## config.mk

```make
export PLATFORM = sky130hd
export DESIGN_NAME = gray_rx
export DESIGN_NICKNAME = d
export VERILOG_FILES = /design/src/rtl/gray_pkg.sv /design/src/rtl/gray2bin.sv /design/src/rtl/gray_rx.sv
export SDC_FILE = /design/constraint.sdc
export NUM_CORES = 1
export LEC_CHECK = 0
export ABC_CLOCK_PERIOD_IN_PS = 5200
export CAP_MARGIN = 10
export CORE_MARGIN = 5
export CORE_UTILIZATION = 46
export DETAILED_ROUTE_END_ITERATION = 8
export GPL_ROUTABILITY_DRIVEN = 0
export GPL_TIMING_DRIVEN = 1
export PLACE_DENSITY_LB_ADDON = 0.2
export SLEW_MARGIN = 20
export SYNTH_ARGS = -nofsm -noshare
export SYNTH_HDL_FRONTEND = slang
export SYNTH_SLANG_ARGS = --single-unit
export TNS_END_PERCENT = 10
```

## constraint.sdc

```tcl
create_clock -name clk -period 5.2 [get_ports clk]
set_clock_uncertainty 0.1 [all_clocks]
set_input_delay 0.78 -clock clk [delete_from_list [all_inputs] [get_ports clk]]
set_output_delay 0.78 -clock clk [all_outputs]
set_load 0.01 [all_outputs]
```

## src/rtl/gray_pkg.sv

```systemverilog
// Shared definitions for the Gray-code receiver: FSM state encoding and default widths.
package gray_pkg;

  typedef enum logic [1:0] {
    ST_IDLE  = 2'd0,
    ST_TRACK = 2'd1,
    ST_FAULT = 2'd2
  } state_t;

  localparam int W_DEF  = 3;
  localparam int CW_DEF = 8;

endpackage

```

## src/rtl/gray2bin.sv

```systemverilog
// Combinational Gray-to-binary decoder: each binary bit is the XOR of all Gray bits at or above it.
module gray2bin
  import gray_pkg::*;
#(
  parameter int W = W_DEF
) (
  input  logic [W-1:0] gray,
  output logic [W-1:0] binary
);

  // Running XOR from the MSB downwards
  always_comb begin
    logic acc;
    acc    = 1'b0;
    binary = {W{1'b0}};
    for (int i = W - 1; i >= 0; i--) begin
      acc       = acc ^ gray[i];
      binary[i] = acc;
    end
  end

endmodule

```

## src/rtl/gray_rx.sv

```systemverilog
// Gray-code receiver: decodes an up-counting Gray source, checks each accepted step
// against the previous reference, flags illegal transitions and counts wraps.
module gray_rx
  import gray_pkg::*;
#(
  parameter int W  = W_DEF,
  parameter int CW = CW_DEF
) (
  input  logic          clk,
  input  logic          rst_n,
  input  logic          en,
  input  logic [W-1:0]  gray,
  input  logic          clear,
  output logic [W-1:0]  binary,
  output logic          overflow,
  output logic [CW-1:0] wrap_count,
  output logic          error,
  output logic          locked
);

  state_t        state_r, state_s;
  logic [W-1:0]  dec_s;
  logic [W-1:0]  ref_r, ref_s;
  logic [W-1:0]  bin_s;
  logic          ovf_s;
  logic [CW-1:0] wc_s;
  logic          err_s;

  gray2bin #(.W(W)) u_dec (
    .gray   (gray),
    .binary (dec_s)
  );

  // State register
  always_ff @(posedge clk or negedge rst_n) begin
    if (!rst_n) begin
      state_r <= ST_IDLE;
    end else begin
      state_r <= state_s;
    end
  end

  // Next-state logic: clear dominates, otherwise only En=1 samples move the FSM
  always_comb begin
    state_s = state_r;
    if (clear) begin
      state_s = ST_IDLE;
    end else if (en) begin
      case (state_r)
        ST_IDLE:  state_s = ST_TRACK;
        ST_TRACK: begin
          if ((dec_s == ref_r) || (dec_s == ref_r + {{(W-1){1'b0}}, 1'b1})) begin
            state_s = ST_TRACK;
          end else begin
            state_s = ST_FAULT;
          end
        end
        ST_FAULT: state_s = ST_FAULT;
        default:  state_s = ST_IDLE;
      endcase
    end else begin
      state_s = state_r;
    end
  end

  // Output/datapath next values; a wrap is a legal step taken from the all-ones reference
  always_comb begin
    ref_s = ref_r;
    bin_s = binary;
    ovf_s = 1'b0;
    wc_s  = wrap_count;
    err_s = error;
    if (clear) begin
      wc_s  = {CW{1'b0}};
      err_s = 1'b0;
    end else if (en) begin
      bin_s = dec_s;
      case (state_r)
        ST_IDLE:  ref_s = dec_s;
        ST_TRACK: begin
          if (dec_s == ref_r) begin
            ref_s = ref_r;
          end else if (dec_s == ref_r + {{(W-1){1'b0}}, 1'b1}) begin
            ref_s = dec_s;
            if (&ref_r) begin
              ovf_s = 1'b1;
              if (!(&wrap_count)) begin
                wc_s = wrap_count + {{(CW-1){1'b0}}, 1'b1};
              end else begin
                wc_s = wrap_count;
              end
            end else begin
              ovf_s = 1'b0;
            end
          end else begin
            err_s = 1'b1;
          end
        end
        ST_FAULT: ref_s = ref_r;
        default:  ref_s = ref_r;
      endcase
    end else begin
      bin_s = binary;
    end
  end

  // Registered outputs and reference
  always_ff @(posedge clk or negedge rst_n) begin
    if (!rst_n) begin
      ref_r      <= {W{1'b0}};
      binary     <= {W{1'b0}};
      overflow   <= 1'b0;
      wrap_count <= {CW{1'b0}};
      error      <= 1'b0;
      locked     <= 1'b0;
    end else begin
      ref_r      <= ref_s;
      binary     <= bin_s;
      overflow   <= ovf_s;
      wrap_count <= wc_s;
      error      <= err_s;
      locked     <= (state_s == ST_TRACK);
    end
  end

endmodule

```

Word-level counts from Yosys, hierarchy flattened
Cells that the tools add are included.
Storage, ports and cells
  register bits after elaboration: 19
  latch bits: 0
  RAM bits: 0
  ROM bits: 0
  input bits: 7
  output and inout port bits: 14
  word-level logic and storage cells: 60
  memories kept: 0
Cells by class
  $add $sub $neg: 2
  multipliers: 0
  divide/modulo/power cells: 0
  magnitude comparators: 0
  equality and inequality tests: 10
  shifts and indexed selects: 0
  mux-type cells: 25
  bitwise logic cells: 3
  reduce and logical (&&, ||, !) cells: 13
Operators by type and width (count)
  $mux 8: 7
  $mux 1: 11
  $ne 2x2->1 const B: 5
  $reduce_bool 2->1: 5
  $add 8x1->8 const B: 1
  $reduce_and 8->1: 1
  $eq 3x3->1: 2
  $mux 2: 3
  $mux 3: 2
  $pmux 2 s3: 1
  $pmux 3 s2: 1
  $reduce_and 6->1: 1
  $reduce_and 5->1: 1
  $eq 2x1->1 const B: 2
  $reduce_and 4->1: 1
  $add 3x1->3 const B: 1
  $reduce_and 3->1: 1
  $eq 2x2->1 const B: 1
  $logic_not 2->1: 1
  $reduce_and 2->1: 1
  $xor 1x1->1: 2
  $logic_or 1x1->1: 1
  $not 1->1: 1

Depth between registers and ports, before layout
  depth after elaboration: 9
  gate-level depth with buffers: 8
  mapped depth without buffers: 7

Cells and area by module
A second synthesis with hierarchy kept.
Unflattened totals
  cells, all modules: 89
  area total of the unflattened synthesis: 1003.5 µm²
By module, submodules not included
  gray_rx: times used 1, cells each 86, area each 963.4 µm², sequential area each 475.5 µm²
  gray2bin: times used 1, cells each 3, area each 40.0 µm², sequential area each 0.0 µm²

Least setup slack after synthesis
No wires, ideal clock.
  path type: in2reg
  start: input gray[2]
  end: register ref_r[0]
  setup time: 125 ps
  arrival time: 2375 ps
  required time: 4975 ps
  path slack: 2600 ps
  stages on the path: 6
  buffers on the path: 1
  cell sequence: buf_6 or3b_1 a211oi_2 nor2_1 a211oi_1 mux2_2
On the way
  longest elaborated chain between the ends: 5
  elaborated cells on any way between the ends: 10
  classes of those cells: eq/ne: 4; mux: 3; bitwise: 2; reduce/logical: 1
Ends and longest elaborated chain
  start, declared: line gray_rx.sv:12  | input logic [W-1:0] gray,
  $xor 1x1->1 (2 in a row): line gray2bin.sv:17  | acc = acc ^ gray[i];
  $eq 3x3->1, or another cell as far along: line gray_rx.sv:83  | end else if (dec_s == ref_r + {{(W-1){1'b0}}, 1'b1}) begin
  $ne 2x2->1 (no source line) or $mux 3 (tied branches)
  $reduce_and 5->1 (no source line) or $pmux 3 s2 (tied branches)
  end signal, assigned: line gray_rx.sv:110  | ref_r <= {W{1'b0}};
  end signal, assigned: line gray_rx.sv:117  | ref_r <= ref_s;
  end, declared: line gray_rx.sv:23  | logic [W-1:0] ref_r, ref_s;
Parallel ways exist; a longest one is shown, timed or not. The select of a mux whose other input is x is not followed.
A chain may end at the register's enable or synchronous reset.

Worst setup path in the final report
  start: input gray[2]
  end: register ref_r[2]
On the way
  longest elaborated chain between the ends: 5
  elaborated cells on any way between the ends: 10
  classes of those cells: eq/ne: 4; mux: 3; bitwise: 2; reduce/logical: 1
Ends and longest elaborated chain (line)
  $xor 1x1->1 (2 in a row): gray2bin.sv:17
  $eq 3x3->1, on equally long branches: gray_rx.sv:83, gray_rx.sv:81
  $ne 2x2->1 (no source line)
  $reduce_and 5->1 (no source line)
Parallel ways exist; a longest one is shown, timed or not. The select of a mux whose other input is x is not followed.

==> results.txt <==
----------------------------------------------------
[Run status]
  Outcome ... completed

[Synthesis]
  Number of warnings printed during yosys synthesis ... 0
  Cell area after technology mapping ... ~1100 µm²
  Number of cells produced by synthesis ... 110
  Most frequent cell after synthesis ... sky130_fd_sc_hd__dfrtp_1
  Post-synthesis average cell area ... 10.3 µm²
  Count of state elements after synthesis ... 19
  Dominant register cell in the synthesized netlist ... sky130_fd_sc_hd__dfrtp_1
  Most instantiated cells after synthesis ... 19 x sky130_fd_sc_hd__dfrtp_1, 9 x sky130_fd_sc_hd__nand2_1, 8 x sky130_fd_sc_hd__mux2_2
  Ranking of synthesized cells by area ... sky130_fd_sc_hd__dfrtp_1 42%, sky130_fd_sc_hd__mux2_2 8.0%, sky130_fd_sc_hd__nor4_1 3.9%, sky130_fd_sc_hd__ha_1 3.3%, sky130_fd_sc_hd__nand2_1 3.0%
  Seq/Total Area, Yosys ... 0.420
  Number of flops mapped to enable cells by yosys ... 0
  Synthesized Nets ... between 100 and 150
  Cell taking the most area after synthesis ... sky130_fd_sc_hd__dfrtp_1
  Number of different library cells in the post-synthesis netlist ... 39
  Proportion of netlist area held by the largest area contributor ... 0.420
  Share of flip-flops with an asynchronous set or reset ... 1.00

[Route]
  Post-DR wirelength/cell ... between 10 and 15 µm
  Number of DRC violations after detailed routing ... 0
  Via/cell ratio ... 5.67
  Post-DRT Antenna Nets ... 0
  DRC violation total after the first TritonRoute iteration ... 22
  Vias ... 902
  Number of iterations in the first detailed-routing pass ... 4
  Detailed Route WL ... 2.30 mm

[Placed design]
  Number of input and output port buffers inserted ... 20
  Detailed-placement wirelength estimate ... around 1.7 mm
  Post-Place Cells ... between 150 and 200

[Clock tree]
  Cell at the root of the clock tree ... sky130_fd_sc_hd__clkbuf_4
  Number of buffers inserted by post-CTS setup repair ... 0
  Clock transition time at the flip-flop clock pins of the worst setup and hold paths ... 0.11 ns
  Buffer depth of the longest clock path ... 2
  CTS tree ... done
  Number of clock sinks seen by CTS ... 19
  Number of H-tree levels ... 1
  Number of gates given a new drive strength after cts ... 0
  Skew-Pair Late Insertion Delay ... 0.30 ns
  Hold-fix buffers, CTS ... 0
  Number of buffers created by CTS ... 3

[Power and ir drop]
  Leak Pwr ... 0.560 nW
  Peak supply drop ... 0.188 mV
  Sw Ratio ... 0.359
  Power per cell area ... between 200 and 300 nW/µm²
  Cell Int Power ... 0.000253 W
  P_sw ... 0.000142 W
  Fraction of power consumed by sequential logic ... 0.469
  Share of total power in combinational logic ... 0.341
  Clock network fraction of total power ... 0.189

[Timing]
  Final period demand of the worst path ... roughly 3.1 ns
  Final count of negative-setup-slack endpoints ... 0
  Total Negative Setup Slacks ... 0 ns
  Worst Max-Slew Pin Slew ... 0.857 ns
  Worst relative slew slack ... 0.427
  Final Max Slew Viols ... 0
  Final cycle utilization of the critical path ... 0.589
  Setup repair after global routing missed its margin ... false
  Peak clock frequency supported by timing ... 327 MHz
  Number of hold violations in the final report ... 0

[Global route]
  Number of antenna violations at the first check in global routing ... 0
  Remaining global-route overflow ... 0
  Global-route wire length before repair ... 3.95 mm
  Largest net degree at the start of global routing ... 20
  Total global-route track usage ... 0.147
  Via count of the first global-routing pass ... 883

[Critical path]
  Data arrival time of the critical path ... 3.16 ns
  Critical path's largest stage delay ... 0.58 ns
  CP Buf/Inv Count ... 1
  Crit Path Max Fanout ... 11
  CP max-delay cell ... sky130_fd_sc_hd__clkdlybuf4s50_1
  Critical Path Start Type ... primary input
  Sequence of cells on the critical path ... clkdlybuf4s50_1 > or3b_1 > a211oi_2 > nor2_1 > a211oi_1 > mux2_2
  Critical path start-end classification ... in -> reg
  Critical path endpoint category ... flop
  Cell type group with the largest total delay on the critical path ... compound AO/OA/AOI/OAI gates
  Data required, critical path ... 5.29 ns

[Floorplan]
  Number of rows in the core area ... 18
  Number of top-level pins ... 21
  Initial core utilization ... 0.470
  Die Area ... 3550 µm²
  Core Area ... 2410 µm²
  Floorplan die height ... 59.6 µm
  Floorplan die width ... 59.6 µm

[Finish]
  Area added between synthesis and finish ... 19.4%
  Fraction of final layout cells sized beyond drive strength 1 ... 0.140
  Final cell count without fillers ... 159
  # fillers ... 211
  Count of nets after finishing ... 140
  Ant. Diodes ... 0

[Min path]
  Hold WC Path Type ... reg -> reg

[Run]
  Max Cap Viol ... 0

----------------------------------------------------
cell type report:
class                      count  area [µm²]  share of cell area
timing repair buffer          20         200               0.148
clock buffer                   3        22.5              0.0167
clock inverter                 1        5.00             0.00370
sequential                    19         475               0.352
tap                           30        37.5              0.0278
multi-input combinational     82         597               0.441
inverter                       4        15.0              0.0111
state kept, by name (all words and copies together) (netlist names):
register    flops
binary          3
error           1
locked          1
overflow        1
wrap_count      8
state_r         2
ref_r           3
layer usage:
metal  track usage  wire length (µm)
met1         0.194              1100
met2         0.234              1040
met3        0.0392               139
met4        0.0475                15
met5             0                 0
power groups by stage:
| stage | Clock (W) | Sequential (W) | Combinational, W |
|---|---|---|---|
| 2_1_floorplan | 0 | 0.000187 | 0.000102 |
| 3_3_place_gp | 0 | 0.000187 | 0.000131 |
| 3_5_place_dp | 0 | 0.000188 | 0.000135 |
| 4_1_cts | 0.0000790 | 0.000185 | 0.000136 |
| 5_1_grt | 0.0000866 | 0.000188 | 0.000153 |
| 6_report | 0.0000747 | 0.000186 | 0.000135 |
metrics by stage:
stage          total power [W]  hold slack, ns  cell area (µm²)   util  worst slack [ns]
3_5_place_dp          0.000322           0.382             1330  0.550              1.83
4_1_cts               0.000399           0.408             1350  0.561              2.15
6_report              0.000395           0.401             1350  0.561              2.14
2_1_floorplan         0.000289           0.384             1130      -              2.60
3_3_place_gp          0.000318           0.373             1330  0.550              1.89
5_1_grt               0.000428           0.419             1350  0.561              2.01
path summary, 6_finish.rpt:
check	start	to	slack, ns	depth (start not counted)
worst max-delay path	gray[2]	ref_r[2]	2.14	6
worst min-delay path	error	error	0.40	1
worst max register to register	ref_r[1]	ref_r[2]	2.31	7
worst min register to register	error	error	0.40	1
max in group asynchronous	rst_n	wrap_count[4]	3.61	1
min in group asynchronous	rst_n	state_r[0]	0.86	1
layout by cell type (no fill, tap or decap), types with 3 or more instances in the layout:
cell	count
sky130_fd_sc_hd__clkbuf_4	3
sky130_fd_sc_hd__clkdlybuf4s50_1	20
sky130_fd_sc_hd__dfrtp_1	19
sky130_fd_sc_hd__ha_1	3
sky130_fd_sc_hd__inv_1	4
sky130_fd_sc_hd__mux2_2	8
sky130_fd_sc_hd__mux2i_1	3
sky130_fd_sc_hd__nand2_1	9
sky130_fd_sc_hd__nand3_1	3
sky130_fd_sc_hd__nand4_1	3
sky130_fd_sc_hd__nor2_1	7
sky130_fd_sc_hd__nor2b_1	5
sky130_fd_sc_hd__nor4_1	7
kinds of logic (layout without fill, tap and decap cells):
group,after synthesis,in the layout,share of synthesized area
flip-flops,19,19,0.420
AO/OA/AOI/OAI,15,15,0.104
adder cells (fa/ha/maj),3,3,0.0332
AND/OR/NAND/NOR,50,50,0.261
multiplexers,11,11,0.106
XOR/XNOR,3,3,0.0232
buffers and inverters,9,28,0.0530
No activity file was read; power rests on OpenSTA's default activity.
